--- config.mk ---
export PLATFORM = sky130hd
export DESIGN_NAME = alu_selftest_ctrl
export DESIGN_NICKNAME = d
export VERILOG_FILES = /design/src/rtl/alu_selftest_ctrl.sv
export SDC_FILE = /design/constraint.sdc
export NUM_CORES = 1
export LEC_CHECK = 0
export CAP_MARGIN = 20
export CORE_ASPECT_RATIO = 0.75
export CORE_UTILIZATION = 45
export CTS_CLUSTER_SIZE = 14
export DETAILED_ROUTE_END_ITERATION = 7
export HOLD_SLACK_MARGIN = 0.03
export PLACE_DENSITY = 0.82
export SYNTH_ARGS = -nofsm -noshare
export SYNTH_HDL_FRONTEND = slang
export SYNTH_SLANG_ARGS = --single-unit
--- constraint.sdc ---
create_clock -name clk -period 5.3 [get_ports clk]
set_input_delay 1.06 -clock clk [delete_from_list [all_inputs] [get_ports clk]]
set_output_delay 1.06 -clock clk [all_outputs]
set_load 0.02 [all_outputs]
--- src/rtl/alu_selftest_ctrl.sv ---
// Built-in self-test controller for the single-cycle core's ALU: replays a fixed golden
// vector table, compares Result (and flags when ALU_FLAG_CHECK_EN is defined), and reports pass/fail.
module alu_selftest_ctrl #(
  parameter int NUM_VEC       = 12,
  parameter int SETTLE_CYCLES = 1,
  parameter bit STOP_ON_FAIL  = 1'b0
) (
  input  logic        clk,
  input  logic        rst,
  input  logic        start,
  output logic [31:0] alu_a,
  output logic [31:0] alu_b,
  output logic [3:0]  alu_ctrl,
  input  logic [31:0] alu_result,
  input  logic        alu_z,
  input  logic        alu_n,
  input  logic        alu_c,
  input  logic        alu_v,
  output logic        busy,
  output logic        done,
  output logic        pass,
  output logic [4:0]  fail_count,
  output logic [3:0]  fail_index
);

  typedef enum logic [2:0] {
    S_IDLE,
    S_APPLY,
    S_WAIT,
    S_CHECK,
    S_DONE
  } state_t;

  typedef struct packed {
    logic [3:0]  ctrl;
    logic [31:0] a;
    logic [31:0] b;
    logic [31:0] result;
    logic [3:0]  flags;   // {Z, N, C, V}
  } vec_t;

  localparam logic [3:0] LAST_IDX    = 4'(NUM_VEC - 1);
  localparam logic [3:0] SETTLE_LOAD = 4'(SETTLE_CYCLES);
  localparam logic [3:0] NO_FAIL     = 4'hF;

  // Golden table; SUB carry is the carry-out of A + ~B + 1, so 1 means no borrow.
  function automatic vec_t table_entry(input logic [3:0] i);
    case (i)
      4'd0:    return {4'b0000, 32'h0000_0005, 32'h0000_0003, 32'h0000_0008, 4'b0000};
      4'd1:    return {4'b0001, 32'h0000_0005, 32'h0000_0003, 32'h0000_0002, 4'b0010};
      4'd2:    return {4'b0010, 32'h0000_000F, 32'h0000_00F0, 32'h0000_0000, 4'b1000};
      4'd3:    return {4'b0011, 32'h0000_000F, 32'h0000_00F0, 32'h0000_00FF, 4'b0000};
      4'd4:    return {4'b0100, 32'h0000_0001, 32'h0000_0002, 32'h0000_0004, 4'b0000};
      4'd5:    return {4'b0101, 32'h0000_0005, 32'h0000_0010, 32'h0000_0001, 4'b0000};
      4'd6:    return {4'b0110, 32'h0000_00FF, 32'h0000_000F, 32'h0000_00F0, 4'b0000};
      4'd7:    return {4'b0111, 32'h0000_0010, 32'h0000_0002, 32'h0000_0004, 4'b0000};
      4'd8:    return {4'b1000, 32'h0000_0005, 32'h0000_0010, 32'h0000_0001, 4'b0000};
      4'd9:    return {4'b1111, 32'h8000_0010, 32'h0000_0002, 32'hE000_0004, 4'b0100};
      4'd10:   return {4'b0000, 32'h0000_0000, 32'h0000_0000, 32'h0000_0000, 4'b1000};
      4'd11:   return {4'b0001, 32'h0000_0005, 32'h0000_000A, 32'hFFFF_FFFB, 4'b0100};
      default: return '0;
    endcase
  endfunction

  state_t     state;
  logic [3:0] idx;
  logic [3:0] settle_cnt;
  vec_t       cur;
  logic       vec_mismatch;

  assign cur = table_entry(idx);

`ifdef ALU_FLAG_CHECK_EN
  assign vec_mismatch = (alu_result != cur.result) ||
                        ({alu_z, alu_n, alu_c, alu_v} != cur.flags);
`else
  // Flag ports stay on the interface so the core's mux wiring is identical in both builds.
  logic unused_flags;
  assign unused_flags = ^{alu_z, alu_n, alu_c, alu_v, cur.flags};
  assign vec_mismatch = (alu_result != cur.result);
`endif

  // NOTE: every register here is assigned non-blocking so all updates in a cycle see
  // the pre-edge values; blocking assignments would make the order of statements matter.
  always_ff @(posedge clk) begin
    if (rst) begin
      state      <= S_IDLE;
      idx        <= '0;
      settle_cnt <= '0;
      alu_a      <= '0;
      alu_b      <= '0;
      alu_ctrl   <= '0;
      busy       <= 1'b0;
      done       <= 1'b0;
      pass       <= 1'b0;
      fail_count <= '0;
      fail_index <= NO_FAIL;
    end else begin
      case (state)
        S_IDLE, S_DONE: begin
          if (start) begin
            fail_count <= '0;
            fail_index <= NO_FAIL;
            idx        <= '0;
            done       <= 1'b0;
            pass       <= 1'b0;
            busy       <= 1'b1;
            state      <= S_APPLY;
          end else if (state == S_DONE) begin
            // done/pass rise one cycle after the final check and then hold.
            done <= 1'b1;
            pass <= (fail_count == 5'd0);
          end
        end

        S_APPLY: begin
          alu_a      <= cur.a;
          alu_b      <= cur.b;
          alu_ctrl   <= cur.ctrl;
          settle_cnt <= SETTLE_LOAD;
          state      <= S_WAIT;
        end

        S_WAIT: begin
          settle_cnt <= settle_cnt - 4'd1;
          if (settle_cnt == 4'd1) state <= S_CHECK;
        end

        S_CHECK: begin
          if (vec_mismatch) begin
            fail_count <= fail_count + 5'd1;
            if (fail_index == NO_FAIL) fail_index <= idx;
          end
          if ((idx == LAST_IDX) || (vec_mismatch && STOP_ON_FAIL)) begin
            busy  <= 1'b0;
            state <= S_DONE;
          end else begin
            idx   <= idx + 4'd1;
            state <= S_APPLY;
          end
        end

        default: state <= S_IDLE;
      endcase
    end
  end

endmodule

==> flow_summary.yaml, run 1 <==
clocking:
  clockBufferDepth: 2
  post_cts_buffers: 0
  clock_latency_ps: 350
  ctsHoldBuffers: 0
  clock_tree.root_cell: "clkbuf_8"
  cts_htree_levels: 3
  cts.clk_slew.worst_paths_ps: 70
  tritoncts.num_buffers: 9
  tritoncts: "built"
  cts.sinks: 60
  cts_resized: 0
synth:
  syn-cell-area_mm2: 0.00313
  ys_ff_latch: 60
  synth_edf_count: 0
  synth.avg_cell_area_um2: 8.12
  postSynthCellCount: 385
  ys_warn_count: 0
  ys_seq_area_share_pct: 38.4
  synth.top_cell.area_share_pct: 38.4
  synth_cell_types: 56
  yosys.area.top_type: "dfxtp_1"
  synth_async_sr_flop_share_pct: 0
  synth_flop_cell: "dfxtp_1"
  ys_top_cells_by_area: "dfxtp_1 (38%), buf_4 (13%), nand2_1 (7.8%)"
timing:
  whs_ps: 435
  slew_violations: 0
  relSlewSlack_pct: 51.5
  fmaxAchievable_mhz: 330
  post-route-min-period_ps: 3030
  final.setup.tns_ps: 0
  tightestPinTransition_ps: 726
  rsz0062_at_grt: "no"
  finalCritPeriodShare_pct: 57.1
  finalHoldViolCount: 0
  skew_ps: 10.6
  setup_viol: 0
  fin_ws_ps: 2270
global_route:
  track_usage_pct: 19.5
  grt_max_degree: 33
  antenna_found_initial: 0
  grt_pass1_vias: 2468
  grt_first_pass_wirelength_um: 11100
  overflow: 0
critical_path:
  cpPeakStageDelay_ps: 590
  crit_path_end: "cur[40]"
  critical_path_class: "input port to flip-flop"
  crit_path_start_kind: "input port"
  worstReg2RegEnd: "cur[70]"
  cpMostUsedCell: "a21oi_1"
  cp_top_family: "buffers and inverters"
  crit_arrival_ps: 3270
  required_ps: 5550
  crit_fanout: 6
  path_buf_inv: 2
  crit_chain: "clkdlybuf4s50_1, nor3b_1, a21oi_1, a21oi_1, or2_1, inv_1, ha_1, a221o_1"
  timing.rr.start: "state[1]"
  cpMaxStageDelayCell: "clkdlybuf4s50_1"
  crit_path_end_kind: "flip-flop"
  crit_cells: 8
  rr_worst_depth: 7
  r2r_slack_ps: 2790
  critPathLaunch: "start"
status:
  outcome: "finished with violations"
  violations: "design-rule violations"
final_layout:
  final_common_cell: "clkdlybuf4s50_1"
  area_delta_synth_final_pct: 21.7
  n_antenna_cell: 0
  fin_nets: 492
  fill_cells: 582
  drive_above_1_share_pct: 6.04
  mostFrequentLayoutCells: "clkdlybuf4s50_1 (67), nand2_1 (65), dfxtp_1 (60), conb_1 (47), a21oi_1 (41)"
power_and_ir_drop:
  powerDensity_mw_per_mm2: 305
  leakagePower_uw: 0.00161
  irDropWorstVdd_v: 0.000161
placed_design:
  finalWeightedCongestion: 0.831
  numPortBuffers: 67
  place_ws_ps: 1950
  dp_hpwl_um: 4860
floorplanning:
  num_rows: 25
  io_pins: 119
  core_area_mm2: 0.00651
  die_w_um: 98.3
  dieHeight_um: 74.2
  start_util_pct: 48.1
  die-area_mm2: 0.00729
drt:
  ant_nets: 0
  totalWireLength_um: 6750
  drc: 2
  via_per_inst: 4.95
  num_vias: 2615
  post_drt_wl_per_cell_um: 12.8
  drtIter0Drc: 197
  dr.pass1.iters: 8
job:
  cap_violations: 0
worst_hold_path:
  hold_class: "flip-flop to flip-flop"
Yosys cell counts (4+ instances only):
cell / number
inv_1: 16
buf_4: 54
dfxtp_1: 60
ha_1: 11
nor4_1: 4
a21oi_1: 41
a21o_1: 5
clkbuf_1: 8
nor3_1: 12
nand3_1: 11
o21ai_0: 8
xnor2_1: 4
nand4_1: 4
nand2_1: 65
nor2_1: 27
flip-flops by register name, summed over array words and instances (netlist names):
name / count
cur: 22
alu_a: 6
alu_b: 5
fail_count: 5
alu_ctrl: 4
fail_index: 4
idx: 4
settle_cnt: 4
state: 3
busy: 1
done: 1
pass: 1
cells by family after synthesis:
family                     count (synthesis)  synth area share [%]
buffers and inverters                     84                  17.1
xor gates and xnor gates                   6                  1.68
other                                      1                 0.120
and+or+nand+nor                          152                  24.0
DFF                                       60                  38.4
adders and majority gates                 11                  4.40
muxes                                      1                 0.320
AOI/OAI and AO/OA                         70                  14.0
worst min-delay path, delay by kind of cell, from the launching register on:
family | cells | cell delay (ps)
DFF | 1 | 300
AOI/OAI and AO/OA | 1 | 50
and+or+nand+nor | 1 | 40
per-stage QoR:
stage / area (µm²) / cells / util [%] / power (µW)
2_1_floorplan: 3300 / 431 / - / 705
3_3_place_gp: 3600 / 512 / 55.4 / 744
3_5_place_dp: 3600 / 512 / 55.4 / 754
4_1_cts: 3810 / 528 / 58.5 / 1170
5_1_grt: 3810 / 528 / 58.5 / 1220
6_report: 3810 / 528 / 58.5 / 1160
per-layer routing:
layer / track usage, % / part of all wire (%) / vias up
met4: 7.63 / 1.2 / 0
met5: 0 / 0 / -
met2: 33.9 / 47 / 77
met3: 7.80 / 7.1 / 9
met1: 22.1 / 45 / 1218
li1: - / - / 1311
final cells by class:
class	count	area, µm²	area share (%)
multi-input combinational	287	1560	41.1
sequential	60	1200	31.5
timing repair buffer	68	678	17.8
clock buffer	11	141	3.71
tap	81	101	2.66
clock inverter	5	61.3	1.61
inverter	16	60.1	1.58
report_power, final:
group / internal, µW / total (µW) / switching, µW / leakage, µW
clock: 230 / 414 / 183 / 0.0000918
sequential: 476 / 510 / 34.3 / 0.000486
combinational: 93.7 / 237 / 143 / 0.00103
worst min-delay path by stage:
stage,cells after the start,startpoint,end
after floorplan,2,cur[68],alu_a[0]
final,2,cur[40],alu_b[4]
after global placement,2,cur[99],alu_a[31]
after CTS,2,cur[39],alu_b[3]
after global routing,2,cur[72],alu_a[4]
after detailed placement,2,cur[39],alu_b[3]
(Power assumes the default switching activity.)
==> run 2: changes to the inputs <==
Settings changed: CORE_UTILIZATION 45 to 44, PLACE_DENSITY 0.82 to 0.8.
Clock period 5.3 ns to 2.9 ns, I/O delays scaled along.
==> flow_summary.yaml, run 2 (same netlist as run 1, synthesis figures left out) <==
drt:
  totalWireLength_um: 6520
  drtIter0Drc: 104
  via_per_inst: 4.86
  post_drt_wl_per_cell_um: 12.1
  drc: 0
  dr.pass1.iters: 4
  ant_nets: 0
  num_vias: 2615
final_layout:
  fin_area_mm2: 0.00388
  drive_above_1_share_pct: 7.49
  mostFrequentLayoutCells: "clkdlybuf4s50_1 (67), nand2_1 (65), dfxtp_1 (60), conb_1 (47), a21oi_1 (41)"
  area_delta_synth_final_pct: 24.0
  multiInputGateArea_mm2: 0.00156
  fin_nets: 499
  final_common_cell: "clkdlybuf4s50_1"
  fill_cells: 639
  final-seq-area_mm2: 0.00120
  largest_reg_flops: 22
  n_antenna_cell: 0
clocking:
  cts_resized: 0
  clock_latency_ps: 340
  post_cts_buffers: 0
  clock_tree.root_cell: "clkbuf_8"
  cts_htree_levels: 3
  cts.sinks: 60
  tritoncts.num_buffers: 9
  cts.clk_slew.worst_paths_ps: 70
  clockBufferDepth: 2
  tritoncts: "built"
  ctsHoldBuffers: 0
power_and_ir_drop:
  irDropWorstVdd_v: 0.000317
  powerDensity_mw_per_mm2: 565
  p_int_uw: 1540
  power_frac_comb_pct: 21.4
  power_frac_seq_pct: 41.7
  leakagePower_uw: 0.00165
  totalPowerFinal_uw: 2190
  p_clk_share_pct: 36.9
  swShare_pct: 29.7
  p_sw_uw: 651
floorplanning:
  num_rows: 26
  core_area_mm2: 0.00683
  dieHeight_um: 75.0
  io_pins: 119
  die_w_um: 99.4
  start_util_pct: 45.8
  die-area_mm2: 0.00745
status:
  outcome: "complete, no violations"
timing:
  finalHoldViolCount: 0
  fin_ws_ps: 525
  setup_viol: 0
  finalCritPeriodShare_pct: 81.9
  tightestPinTransition_ps: 712
  fmaxAchievable_mhz: 421
  relSlewSlack_pct: 52.6
  skew_ps: 8.11
  rsz0062_at_grt: "no"
  post-route-min-period_ps: 2370
  whs_ps: 434
  final.setup.tns_ps: 0
  slew_violations: 0
global_route:
  grt_pass1_vias: 2319
  track_usage_pct: 17.9
  grt_first_pass_wirelength_um: 10300
  antenna_found_initial: 0
  overflow: 0
  grt_max_degree: 16
critical_path:
  crit_arrival_ps: 2630
  cpPeakStageDelay_ps: 460
  crit_fanout: 7
  critical_path_class: "input port to flip-flop"
  crit_chain: "clkdlybuf4s50_1, or3b_1, o211ai_1, a21oi_2, inv_1, ha_1, nand2_1, a22oi_1"
  cp_top_family: "compound AO/OA/AOI/OAI gates"
  path_buf_inv: 2
  required_ps: 3150
  crit_path_end_kind: "flip-flop"
  crit_path_start_kind: "input port"
  cpMaxStageDelayCell: "clkdlybuf4s50_1"
placed_design:
  placed_cell_area_mm2: 0.00366
  dp_hpwl_um: 4840
  numPortBuffers: 67
  finalWeightedCongestion: 0.889
  place_ws_ps: 162
job:
  cap_violations: 0
worst_hold_path:
  hold_class: "flip-flop to flip-flop"
-- run 2: cell count changes in the layout (fill, tap and decap cells not counted) --
cell / before / now
buf_4: 1 / 8
bufinv_16: 1 / 2
clkbuf_8: 10 / 9
clkinv_2: 0 / 1
clkinvlp_4: 3 / 2
-- run 2: final timing paths --
| check | startpoint | end | slack (ps) | depth (start not counted) |
|---|---|---|---|---|
| worst max-delay path | start | cur[68] | 530 | 8 |
| worst min-delay path | cur[37] | alu_b[1] | 430 | 2 |
| worst max register to register | state[2] | cur[68] | 620 | 7 |
| worst min register to register | cur[37] | alu_b[1] | 430 | 2 |
-- run 2: worst register-to-register path: stages (launching register included) --
cell	delay (ps)
dfxtp_1	600
nand3b_4	280
o211ai_1	160
a21oi_2	360
inv_1	160
ha_1	380
nand2_1	100
a22oi_1	170
-- run 2: stage by stage --
step / cells / util [%]
4_1_cts: 538 / 56.8
5_1_grt: 538 / 56.8
3_5_place_dp: 522 / 53.6
6_report: 538 / 56.8
2_1_floorplan: 431 / -
3_3_place_gp: 522 / 53.6
-- run 2: cell type report --
class,count,share of cell area [%]
Inverter,16,1.55
Clock buffer,10,3.29
Tap cell,84,2.71
Sequential cell,60,31.0
Timing Repair Buffer,75,18.8
Clock inverter,6,2.29
Multi-Input combinational cell,287,40.3
-- run 2: layer usage --
metal,GRT usage (%),part of all wire (%),vias to the layer above
met3,7.15,7.3,4
met5,0,0,-
met4,5.88,0.61,0
li1,-,-,1325
met2,30.0,45,91
met1,21.4,47,1195
-- run 2: power by group through the flow --
stage | registers (µW) | logic [µW] | clock network [µW]
final | 912 | 469 | 808
after global routing | 918 | 518 | 869
after CTS | 912 | 471 | 826
after detailed placement | 930 | 465 | 0
after global placement | 929 | 452 | 0
after floorplan | 945 | 344 | 0
==> run 3: changes to the inputs <==
Clock period 2.9 ns to 2.45 ns, I/O delays scaled along.
==> flow_summary.yaml, run 3 (same netlist as run 1, synthesis figures left out) <==
clocking:
  cts_htree_levels: 3
  tritoncts.num_buffers: 9
  tritoncts: "built"
  ctsHoldBuffers: 0
  cts.clk_slew.worst_paths_ps: 70
  cts.sinks: 60
  cts_resized: 0
  clockBufferDepth: 2
  clock_tree.root_cell: "clkbuf_8"
  post_cts_buffers: 0
  clock_latency_ps: 330
drt:
  ant_nets: 0
  drtIter0Drc: 204
  dr.pass1.iters: 4
  post_drt_wl_per_cell_um: 12.6
  totalWireLength_um: 6930
  via_per_inst: 4.95
  drc: 0
  num_vias: 2726
power_and_ir_drop:
  p_sw_uw: 789
  powerDensity_mw_per_mm2: 661
  leakagePower_uw: 0.00172
  p_clk_share_pct: 36.8
  power_frac_seq_pct: 41.2
  swShare_pct: 30.0
  irDropWorstVdd_v: 0.000338
  p_int_uw: 1840
  power_frac_comb_pct: 22.0
placed_design:
  place_ws_ps: -108
  finalWeightedCongestion: 0.921
  numPortBuffers: 67
  placed_cell_area_mm2: 0.00376
  dp_hpwl_um: 5150
floorplanning:
  die-area_mm2: 0.00745
  num_rows: 26
  start_util_pct: 45.8
  die_w_um: 99.4
  dieHeight_um: 75.0
  io_pins: 119
  core_area_mm2: 0.00683
critical_path:
  crit_arrival_ps: 2500
  r2r_slack_ps: 280
  required_ps: 2700
  rr_worst_depth: 8
  worstReg2RegEnd: "cur[68]"
  critical_path_class: "input port to flip-flop"
  crit_fanout: 5
  timing.rr.start: "idx[0]"
  crit_path_start_kind: "input port"
  crit_path_end_kind: "flip-flop"
worst_hold_path:
  whs_endpoint: "alu_b[0]"
  hold_class: "flip-flop to flip-flop"
  hold_path.startpoint: "cur[36]"
  hold_depth: 2
final_layout:
  fin_nets: 512
  final-seq-area_mm2: 0.00120
  area_delta_synth_final_pct: 27.1
  fill_cells: 606
  mostFrequentLayoutCells: "clkdlybuf4s50_1 (67), nand2_1 (65), dfxtp_1 (60), conb_1 (47), a21oi_1 (41)"
  fin_area_mm2: 0.00398
  drive_above_1_share_pct: 10.1
  final_common_cell: "clkdlybuf4s50_1"
  n_antenna_cell: 0
  multiInputGateArea_mm2: 0.00156
  largest_reg_flops: 22
timing:
  setup_viol: 0
  skew_ps: 4.83
  post-route-min-period_ps: 2250
  rsz0062_at_grt: "no"
  fmaxAchievable_mhz: 444
  tightestPinTransition_ps: 638
  whs_ps: 435
  fin_ws_ps: 199
  final.setup.tns_ps: 0
  slew_violations: 0
  finalHoldViolCount: 0
  finalCritPeriodShare_pct: 91.9
  relSlewSlack_pct: 57.5
global_route:
  grt_pass1_vias: 2529
  antenna_found_initial: 0
  grt_first_pass_wirelength_um: 11000
  overflow: 0
  track_usage_pct: 18.6
  grt_max_degree: 16
job:
  cap_violations: 0
status:
  outcome: "complete, no violations"
==> run 3: cell types whose count changed in the layout (fill, tap and decap cells not counted), sizes merged <==
cell / previous run / this run
buf: 8 / 21
==> run 3: critical path, stage by stage <==
cell and delay (ps):
clkdlybuf4s50_1 540, nor3b_1 310, a21oi_1 110, a21oi_1 140, or2_1 200, inv_1 90, ha_1 360, nand2_1 100
a22oi_1 160
==> run 3: area by class of cell <==
class                   count  share of cell area, %
clock buffers              10                   3.21
well taps                  84                   2.64
clock inverters             6                   2.23
repair buffers             88                   20.8
inverters                  16                   1.51
multi-input cells         287                   39.3
flip-flops and latches     60                   30.2
==> run 3: through the flow <==
step                      power, µW  utilization (%)  instances
after floorplan                1530                -        431
after global placement         1650             55.0        535
after detailed placement       1680             55.0        535
after CTS                      2640             58.2        551
after global routing           2760             58.2        551
final                          2630             58.2        551
==> run 3: power by group through the flow <==
stage | logic, µW | clock network (µW) | registers (µW)
4_1_cts | 579 | 985 | 1080
3_5_place_dp | 575 | 0 | 1100
6_report | 578 | 968 | 1080
5_1_grt | 640 | 1030 | 1090
3_3_place_gp | 553 | 0 | 1100
2_1_floorplan | 407 | 0 | 1120
==> run 3: metal layers <==
layer	vias up	track usage (%)	share of wire [%]
met3	4	5.57	7.5
met2	90	32.6	47
met4	0	6.54	0.61
met5	-	0	0
met1	1282	22.2	45
li1	1350	-	-
==> run 3: worst max path at each step <==
stage                        start             to  slack, ps
detailed placement  alu_result[10]  fail_count[4]       -110
CTS                          start        cur[68]        240
global placement    alu_result[18]  fail_count[4]        -70
finish                       start        cur[68]        200
global route                 start        cur[70]        100
floorplan           alu_result[10]  fail_count[2]        490
